$ cat src/rtl/wf68k30l_movem_seq_if.sv
// MOVEM sequencer bus bundle: command/mode inputs, bus handshake and register-file strobes.
// master = controller side (drives start/mode/ack), slave = sequencer side (drives req/strobes/status).
// No storage here; timing is owned entirely by the sequencer.
interface wf68k30l_movem_seq_if;
  logic        start;
  logic [15:0] reg_mask;
  logic        predec;
  logic        dir_to_mem;
  logic        size_long;
  logic        abort;
  logic        reg_in_use;
  logic        xfer_ack;
  logic        xfer_req;
  logic [2:0]  reg_sel;
  logic        reg_is_adr;
  logic        dr_wr;
  logic        ar_wr;
  logic        sext;
  logic [4:0]  xfer_cnt;
  logic        busy;
  logic        done;

  modport master (
    output start, reg_mask, predec, dir_to_mem, size_long, abort, reg_in_use, xfer_ack,
    input  xfer_req, reg_sel, reg_is_adr, dr_wr, ar_wr, sext, xfer_cnt, busy, done
  );

  modport slave (
    input  start, reg_mask, predec, dir_to_mem, size_long, abort, reg_in_use, xfer_ack,
    output xfer_req, reg_sel, reg_is_adr, dr_wr, ar_wr, sext, xfer_cnt, busy, done
  );
endinterface

$ cat src/rtl/wf68k30l_movem_seq.sv
// MOVEM register-list sequencer: walks a 16-bit mask, one bus transfer per register, write-back for mem->reg.
// Latency: START -> first XFER_REQ next cycle; to-mem next req 1 cycle after ACK, from-mem 2 cycles (WB slot).
// Backpressure: XFER_REQ held until XFER_ACK; withheld while REG_IN_USE on register-to-memory; ABORT cancels.
// Ports: clk, rst (async, active-high); bus = slave side of wf68k30l_movem_seq_if.
module wf68k30l_movem_seq (
  input  logic                    clk,
  input  logic                    rst,
  wf68k30l_movem_seq_if.slave     bus
);

  localparam logic [1:0] S_IDLE = 2'd0;
  localparam logic [1:0] S_XFER = 2'd1;
  localparam logic [1:0] S_WB   = 2'd2;
  localparam logic [1:0] S_FIN  = 2'd3;

  logic [1:0]  state;
  logic [15:0] pending;
  logic        predec_q;
  logic        to_mem_q;
  logic        long_q;
  logic [3:0]  wb_idx;
  logic [4:0]  cnt;

  logic [3:0]  low_idx;
  logic [15:0] rest;
  logic        in_xfer;
  logic        in_wb;
  logic        req;
  logic        accept;
  logic        strobe;
  logic [3:0]  sel_idx;

  // Lowest set pending bit; descending scan so the lowest index wins.
  always_comb begin
    low_idx = 4'd0;
    for (int i = 15; i >= 0; i--) begin
      if (pending[i]) low_idx = 4'(i);
    end
  end

  assign rest    = pending & ~(16'd1 << low_idx);
  assign in_xfer = (state == S_XFER);
  assign in_wb   = (state == S_WB);
  assign req     = in_xfer && !(to_mem_q && bus.reg_in_use);
  assign accept  = req && bus.xfer_ack && !bus.abort;
  assign strobe  = in_wb && !bus.abort;

  // In WB the register is the one just transferred; pending no longer holds it.
  assign sel_idx = in_wb ? wb_idx : low_idx;

  // Predecrement list is bit-reversed: bit i -> 7-i / 15-i, which is the inverted low
  // three bits, with the Dn/An split flipped.
  always_comb begin
    bus.reg_sel    = 3'd0;
    bus.reg_is_adr = 1'b0;
    if (in_xfer || in_wb) begin
      bus.reg_sel    = predec_q ? ~sel_idx[2:0] : sel_idx[2:0];
      bus.reg_is_adr = sel_idx[3] ^ predec_q;
    end
  end

  assign bus.xfer_req = req;
  assign bus.dr_wr    = strobe && !bus.reg_is_adr;
  assign bus.ar_wr    = strobe && bus.reg_is_adr;
  assign bus.sext     = strobe && !long_q;
  assign bus.xfer_cnt = cnt;
  assign bus.busy     = (state != S_IDLE);
  assign bus.done     = (state == S_FIN) && !bus.abort;

  always_ff @(posedge clk or posedge rst) begin
    if (rst) begin
      state    <= S_IDLE;
      pending  <= 16'd0;
      predec_q <= 1'b0;
      to_mem_q <= 1'b0;
      long_q   <= 1'b0;
      wb_idx   <= 4'd0;
      cnt      <= 5'd0;
    end else begin
      case (state)
        S_IDLE: begin
          if (bus.start) begin
            pending  <= bus.reg_mask;
            predec_q <= bus.predec;
            to_mem_q <= bus.dir_to_mem;
            long_q   <= bus.size_long;
            cnt      <= 5'd0;
            state    <= (bus.reg_mask == 16'd0) ? S_FIN : S_XFER;
          end
        end
        S_XFER: begin
          if (bus.abort) begin
            state   <= S_IDLE;
            pending <= 16'd0;
          end else if (accept) begin
            pending <= rest;
            cnt     <= cnt + 5'd1;
            wb_idx  <= low_idx;
            if (to_mem_q) state <= (rest != 16'd0) ? S_XFER : S_FIN;
            else          state <= S_WB;
          end
        end
        S_WB: begin
          if (bus.abort) begin
            state   <= S_IDLE;
            pending <= 16'd0;
          end else begin
            state <= (pending != 16'd0) ? S_XFER : S_FIN;
          end
        end
        S_FIN: begin
          state   <= S_IDLE;
          pending <= 16'd0;
        end
        default: state <= S_IDLE;
      endcase
    end
  end

endmodule

$ cat src/flat_wrapper.sv
// flat-port wrapper written by rule: the top's interface ports become plain ports
module wf68k30l_movem_seq_flat 
  (clk, rst, bus_start, bus_reg_mask, bus_predec, bus_dir_to_mem, bus_size_long, bus_abort, bus_reg_in_use, bus_xfer_ack, bus_xfer_req, bus_reg_sel, bus_reg_is_adr, bus_dr_wr, bus_ar_wr, bus_sext, bus_xfer_cnt, bus_busy, bus_done);
  wf68k30l_movem_seq_if bus_i ();
  input  logic clk;
  input  logic rst;
  input wire logic [$bits(bus_i.start)-1:0] bus_start;
  input wire logic [$bits(bus_i.reg_mask)-1:0] bus_reg_mask;
  input wire logic [$bits(bus_i.predec)-1:0] bus_predec;
  input wire logic [$bits(bus_i.dir_to_mem)-1:0] bus_dir_to_mem;
  input wire logic [$bits(bus_i.size_long)-1:0] bus_size_long;
  input wire logic [$bits(bus_i.abort)-1:0] bus_abort;
  input wire logic [$bits(bus_i.reg_in_use)-1:0] bus_reg_in_use;
  input wire logic [$bits(bus_i.xfer_ack)-1:0] bus_xfer_ack;
  output wire logic [$bits(bus_i.xfer_req)-1:0] bus_xfer_req;
  output wire logic [$bits(bus_i.reg_sel)-1:0] bus_reg_sel;
  output wire logic [$bits(bus_i.reg_is_adr)-1:0] bus_reg_is_adr;
  output wire logic [$bits(bus_i.dr_wr)-1:0] bus_dr_wr;
  output wire logic [$bits(bus_i.ar_wr)-1:0] bus_ar_wr;
  output wire logic [$bits(bus_i.sext)-1:0] bus_sext;
  output wire logic [$bits(bus_i.xfer_cnt)-1:0] bus_xfer_cnt;
  output wire logic [$bits(bus_i.busy)-1:0] bus_busy;
  output wire logic [$bits(bus_i.done)-1:0] bus_done;
  assign bus_i.start = bus_start;
  assign bus_i.reg_mask = bus_reg_mask;
  assign bus_i.predec = bus_predec;
  assign bus_i.dir_to_mem = bus_dir_to_mem;
  assign bus_i.size_long = bus_size_long;
  assign bus_i.abort = bus_abort;
  assign bus_i.reg_in_use = bus_reg_in_use;
  assign bus_i.xfer_ack = bus_xfer_ack;
  assign bus_xfer_req = bus_i.xfer_req;
  assign bus_reg_sel = bus_i.reg_sel;
  assign bus_reg_is_adr = bus_i.reg_is_adr;
  assign bus_dr_wr = bus_i.dr_wr;
  assign bus_ar_wr = bus_i.ar_wr;
  assign bus_sext = bus_i.sext;
  assign bus_xfer_cnt = bus_i.xfer_cnt;
  assign bus_busy = bus_i.busy;
  assign bus_done = bus_i.done;
  wf68k30l_movem_seq u_core (.clk(clk), .rst(rst), .bus(bus_i));
endmodule
$ cat config.mk
export PLATFORM = sky130hd
export DESIGN_NAME = wf68k30l_movem_seq_flat
export DESIGN_NICKNAME = d
export VERILOG_FILES = /design/src/rtl/wf68k30l_movem_seq_if.sv /design/src/rtl/wf68k30l_movem_seq.sv /design/src/flat_wrapper.sv
export SDC_FILE = /design/constraint.sdc
export NUM_CORES = 1
export LEC_CHECK = 0
export CAP_MARGIN = 20
export CORE_MARGIN = 1
export CORE_UTILIZATION = 52
export DETAILED_ROUTE_END_ITERATION = 16
export MAX_ROUTING_LAYER = met4
export PLACE_DENSITY = 0.77
export SLEW_MARGIN = 40
export SYNTH_ARGS = -nofsm -noshare
export SYNTH_HDL_FRONTEND = slang
export SYNTH_SLANG_ARGS = --single-unit
export TNS_END_PERCENT = 30
$ cat constraint.sdc
create_clock -name clk -period 2.3 [get_ports clk]
set_input_delay 0.23 -clock clk [delete_from_list [all_inputs] [get_ports clk]]
set_output_delay 0.23 -clock clk [all_outputs]
set_load 0.05 [all_outputs]
==> results.md, run 1 <==
- IO Pins: 40
- Cell taking the most area after synthesis: sky130_fd_sc_hd__dfrtp_1
- Failing checks: setup timing
- Post-detail-place hpwl: 5.03 mm
- Routed wirelength normalized by instance count: 18.7 um
- N_diodes: 0
- Effective utilization at floorplan: 55.5%
- Total length of routed wires: 6.77 mm
- Synth Net Count: 268
- Worst path arrival time: 2.31 ns
- Worst hold margin: 0.322 ns
- Largest family of logic cells by synthesized area: simple AND/OR/NAND/NOR gates
- Largest net degree at the start of global routing: 31
- Unrepaired setup endpoints after global routing: yes
- Tightest slew margin relative to the limit: 64.2%
- Final estimated routing congestion in global placement: 0.979
- Number of hold-repair buffers added at the cts stage: 0
- Proportion of netlist area held by the largest area contributor: 36.1%
- Number of buffers created by CTS: 5
- CP startpoint kind: flop
- Xor and xnor fraction of the mapped netlist area: 1.69%
- Standby leakage power: 1.31 nW
- Area of the die: 0.00425 mm2
- Post-synthesis cell type count: 45
- Largest fanout on the critical path: 5
- Gr usage total: 33.9%
- Number of warning messages in the yosys log: 0
- IO Port Bufs: 39
- CTS tree: yes
- Adder-cell area share of the yosys netlist: 3.01%
- Fraction of final layout cells with drive strength greater than 1: 28.3%
- Number of nets in the finished design: 344
- # clock sinks: 30
- Endpoint of the most critical register-to-register path: u_core.state[1]$_DFFE_PP0P_
- Clock root buffer: sky130_fd_sc_hd__clkbuf_8
- Maximum capacitance violations: 0
- Aggregate global routing overflow: 0
- Placeable core region: 0.00374 mm2
- Count of unresolved DRC violations after routing: 0
- Wire length of the first global-routing pass: 10.5 mm
- Ratio of final minimum period to clock period: 110%
- Average size of a mapped cell: 8.73 um2
- Fraction of synthesis flops using an asynchronous set or reset pin: 100%
- Status: finished, violations left
- Sequential cell area fraction in the yosys report: 36.1%
- Complex-gate fraction of the synthesized area: 24.1%
- Via count of the first global-routing pass: 2112
- Synthesized-area fraction occupied by and/or/nand/nor cells: 25.9%
- Chip Width: 65.2 um
- Setup slack of the most critical reg-to-reg path: -0.02 ns
- Nature of the critical path endpoint: output port
- Number of nets with antenna violations after detailed routing: 0
- Area Growth Syn to Fin: 45.9%
- Vias post-DR: 2256
- Power per Cell Area: 1720 mW/mm2
- Most instantiated flip-flop cell in the synthesis netlist: sky130_fd_sc_hd__dfrtp_1
- Highest Clock Rate: 394 MHz
- Finish-stage setup viols: 7
- Clk Latency, worst-skew pair: 0.29 ns
- Post-synthesis sequential element count: 30
- Worst slack at placement: -0.190 ns
- Worst-case vdd ir drop: 0.00117 V
- Via-per-instance ratio: 6.23
- Worst hold path class: primary input to async pin
- Crit path setup slack, layout: -0.239 ns
- Final number of max-transition violations: 0
- Number of violations reported at the end of detailed-routing iteration 0: 254
- H-tree depth reported by CTS: 2
- Post-Syn Instances: 238
- Clock slew at reported path FFs: 0.07 ns
- Count of cells along the worst register-to-register path: 9
- Critical register-to-register path startpoint: u_core.pending[11]$_DFFE_PP0P_
- Die H: 65.2 um
- Max Clock Skew: 0.00819 ns
- Initial antenna violation count: 0
- Slew @ Worst Pin: 0.532 ns
- Top-count cell post-synth: sky130_fd_sc_hd__dfrtp_1
- Final critical-path required period: 2.54 ns
- Synth Cell Area: 0.00208 mm2
- Biggest area contributors in the synthesized netlist: sky130_fd_sc_hd__dfrtp_1, sky130_fd_sc_hd__o21ai_0, sky130_fd_sc_hd__a22o_1
- Post-synthesis mux area share: 4.70%
- Count of final hold-check violations: 0
- Pwr Total: 0.00522 W
- Detailed-routing iteration count for the pre-antenna-repair pass: 5
- Synth top cells by count: sky130_fd_sc_hd__dfrtp_1, sky130_fd_sc_hd__o21ai_0, sky130_fd_sc_hd__nor2_1
- Number of buffers between clock root and the deepest sink: 2
- Count of flip-flops with a built-in enable after synthesis: 0
- Number of placement rows: 22
- Worst Path Required: 2.07 ns
- Type of the worst setup path: flop to output port
==> per-layer routing <==
metal / share of wire (%) / track usage, % / vias to the layer above
li1: - / - / 1032
met1: 42 / 45.0 / 1086
met2: 47 / 51.4 / 127
met5: 0 / - / -
met4: 1.1 / 9.24 / 0
met3: 9.2 / 8.33 / 11
==> worst max-delay path by stage <==
stage                                    from                          end  slack, ns  depth (start not counted)
2_1_floorplan  u_core.pending[15]$_DFFE_PP0P_                    bus_ar_wr      -0.11                          7
4_1_cts         u_core.pending[6]$_DFFE_PP0P_               bus_reg_sel[0]      -0.24                          9
3_5_place_dp                  bus_reg_mask[4]  u_core.state[1]$_DFFE_PP0P_      -0.19                          8
5_1_grt         u_core.pending[6]$_DFFE_PP0P_               bus_reg_sel[0]      -0.35                          9
6_report        u_core.pending[2]$_DFFE_PP0P_               bus_reg_sel[0]      -0.24                          8
3_3_place_gp                  bus_reg_mask[4]  u_core.state[1]$_DFFE_PP0P_      -0.23                          8
==> sequential cells by signal (all words and copies together), names as in the netlist <==
register,cells
u_core.bus.xfer_cnt,5
u_core.long_q,1
u_core.pending,16
u_core.predec_q,1
u_core.state,2
u_core.to_mem_q,1
u_core.wb_idx,4
==> cell type report <==
class	instances	area, um2
clock inverters	2	10.0
flip-flops and latches	30	753
fillers	241	712
multi-input cells	188	1330
clock buffers	5	68.8
repair buffers	80	776
well taps	48	60.1
inverters	9	36.3
==> cell families after synthesis <==
group                    Yosys count
XOR/XNOR                           4
AND/OR/NAND/NOR                   96
multiplexers                       9
adder cells (fa/ha/maj)            5
buffers and inverters             20
flip-flops                        30
AO/OA/AOI/OAI                     74
==> cells in the final DEF (no fill, tap or decap), types with 3 or more instances in the layout <==
master | Yosys | layout
sky130_fd_sc_hd__nor4_1 | 6 | 5
sky130_fd_sc_hd__nand2b_1 | 4 | 4
sky130_fd_sc_hd__ha_1 | 5 | 5
sky130_fd_sc_hd__a21oi_1 | 8 | 4
sky130_fd_sc_hd__mux2i_1 | 3 | 3
sky130_fd_sc_hd__nand2_1 | 16 | 16
sky130_fd_sc_hd__xnor2_1 | 4 | 4
sky130_fd_sc_hd__o31ai_1 | 5 | 4
sky130_fd_sc_hd__buf_12 | 0 | 7
sky130_fd_sc_hd__inv_1 | 9 | 8
sky130_fd_sc_hd__mux2_2 | 6 | 6
sky130_fd_sc_hd__a31oi_1 | 3 | 3
sky130_fd_sc_hd__nor2b_1 | 7 | 6
sky130_fd_sc_hd__and3_1 | 4 | 4
sky130_fd_sc_hd__buf_4 | 0 | 40
sky130_fd_sc_hd__and2_1 | 6 | 3
sky130_fd_sc_hd__clkbuf_8 | 0 | 5
sky130_fd_sc_hd__clkdlybuf4s50_1 | 0 | 30
sky130_fd_sc_hd__nor4_4 | 2 | 4
sky130_fd_sc_hd__nand3_1 | 5 | 5
sky130_fd_sc_hd__nor2_1 | 25 | 24
sky130_fd_sc_hd__nand4_1 | 3 | 3
sky130_fd_sc_hd__a22o_1 | 15 | 15
sky130_fd_sc_hd__o21ai_0 | 29 | 28
sky130_fd_sc_hd__dfrtp_1 | 30 | 28
sky130_fd_sc_hd__a21oi_2 | 0 | 3
sky130_fd_sc_hd__nor3_1 | 6 | 5
sky130_fd_sc_hd__nor4b_1 | 3 | 3
sky130_fd_sc_hd__and2_4 | 0 | 3
==> critical path, cell delays in order, from the launching register on <==
cell and delay [ns]:
sky130_fd_sc_hd__dfrtp_2 0.46, sky130_fd_sc_hd__or4_1 0.51, sky130_fd_sc_hd__a21o_1 0.19, sky130_fd_sc_hd__a21oi_2 0.14, sky130_fd_sc_hd__buf_4 0.14, sky130_fd_sc_hd__mux2i_1 0.07
sky130_fd_sc_hd__xnor2_1 0.19, sky130_fd_sc_hd__and2_4 0.18, sky130_fd_sc_hd__buf_12 0.13
==> timing repair <==
| item | in CTS | in global routing |
|---|---|---|
| gates resized for setup | 13 | 10 |
| endpoints found under the hold margin | 0 | 0 |
| pin swaps | 3 | 4 |
| buffers inserted | 4 | 3 |
| endpoints found under the setup margin | 7 | 23 |
==> metrics by stage <==
stage / instances / area, um2 / util, % / setup TNS (ns)
2_1_floorplan: 238 / 2100 / - / -0.209
3_3_place_gp: 348 / 2810 / 75.2 / -0.231
3_5_place_dp: 348 / 2810 / 75.2 / -0.190
4_1_cts: 359 / 2970 / 79.3 / -0.715
5_1_grt: 362 / 3030 / 81.0 / -1.60
6_report: 362 / 3030 / 81.0 / -1.09
==> report_power, final <==
part | total, W | switching [W] | internal [W] | leakage (nW)
logic | 0.00386 | 0.00209 | 0.00177 | 0.879
clock network | 0.000410 | 0.000207 | 0.000203 | 0.0438
registers | 0.000946 | 0.000226 | 0.000720 | 0.387
total | 0.00522 | 0.00252 | 0.00270 | 1.31
No activity file was read; power rests on OpenSTA's default activity.
==> inputs of run 2 (changes only) <==
- ABC_CLOCK_PERIOD_IN_PS: default -> 2300
- CAP_MARGIN: 20 -> 30
==> results of run 2 <==
Final layout, timing and power as in run 1 (identical DEF).
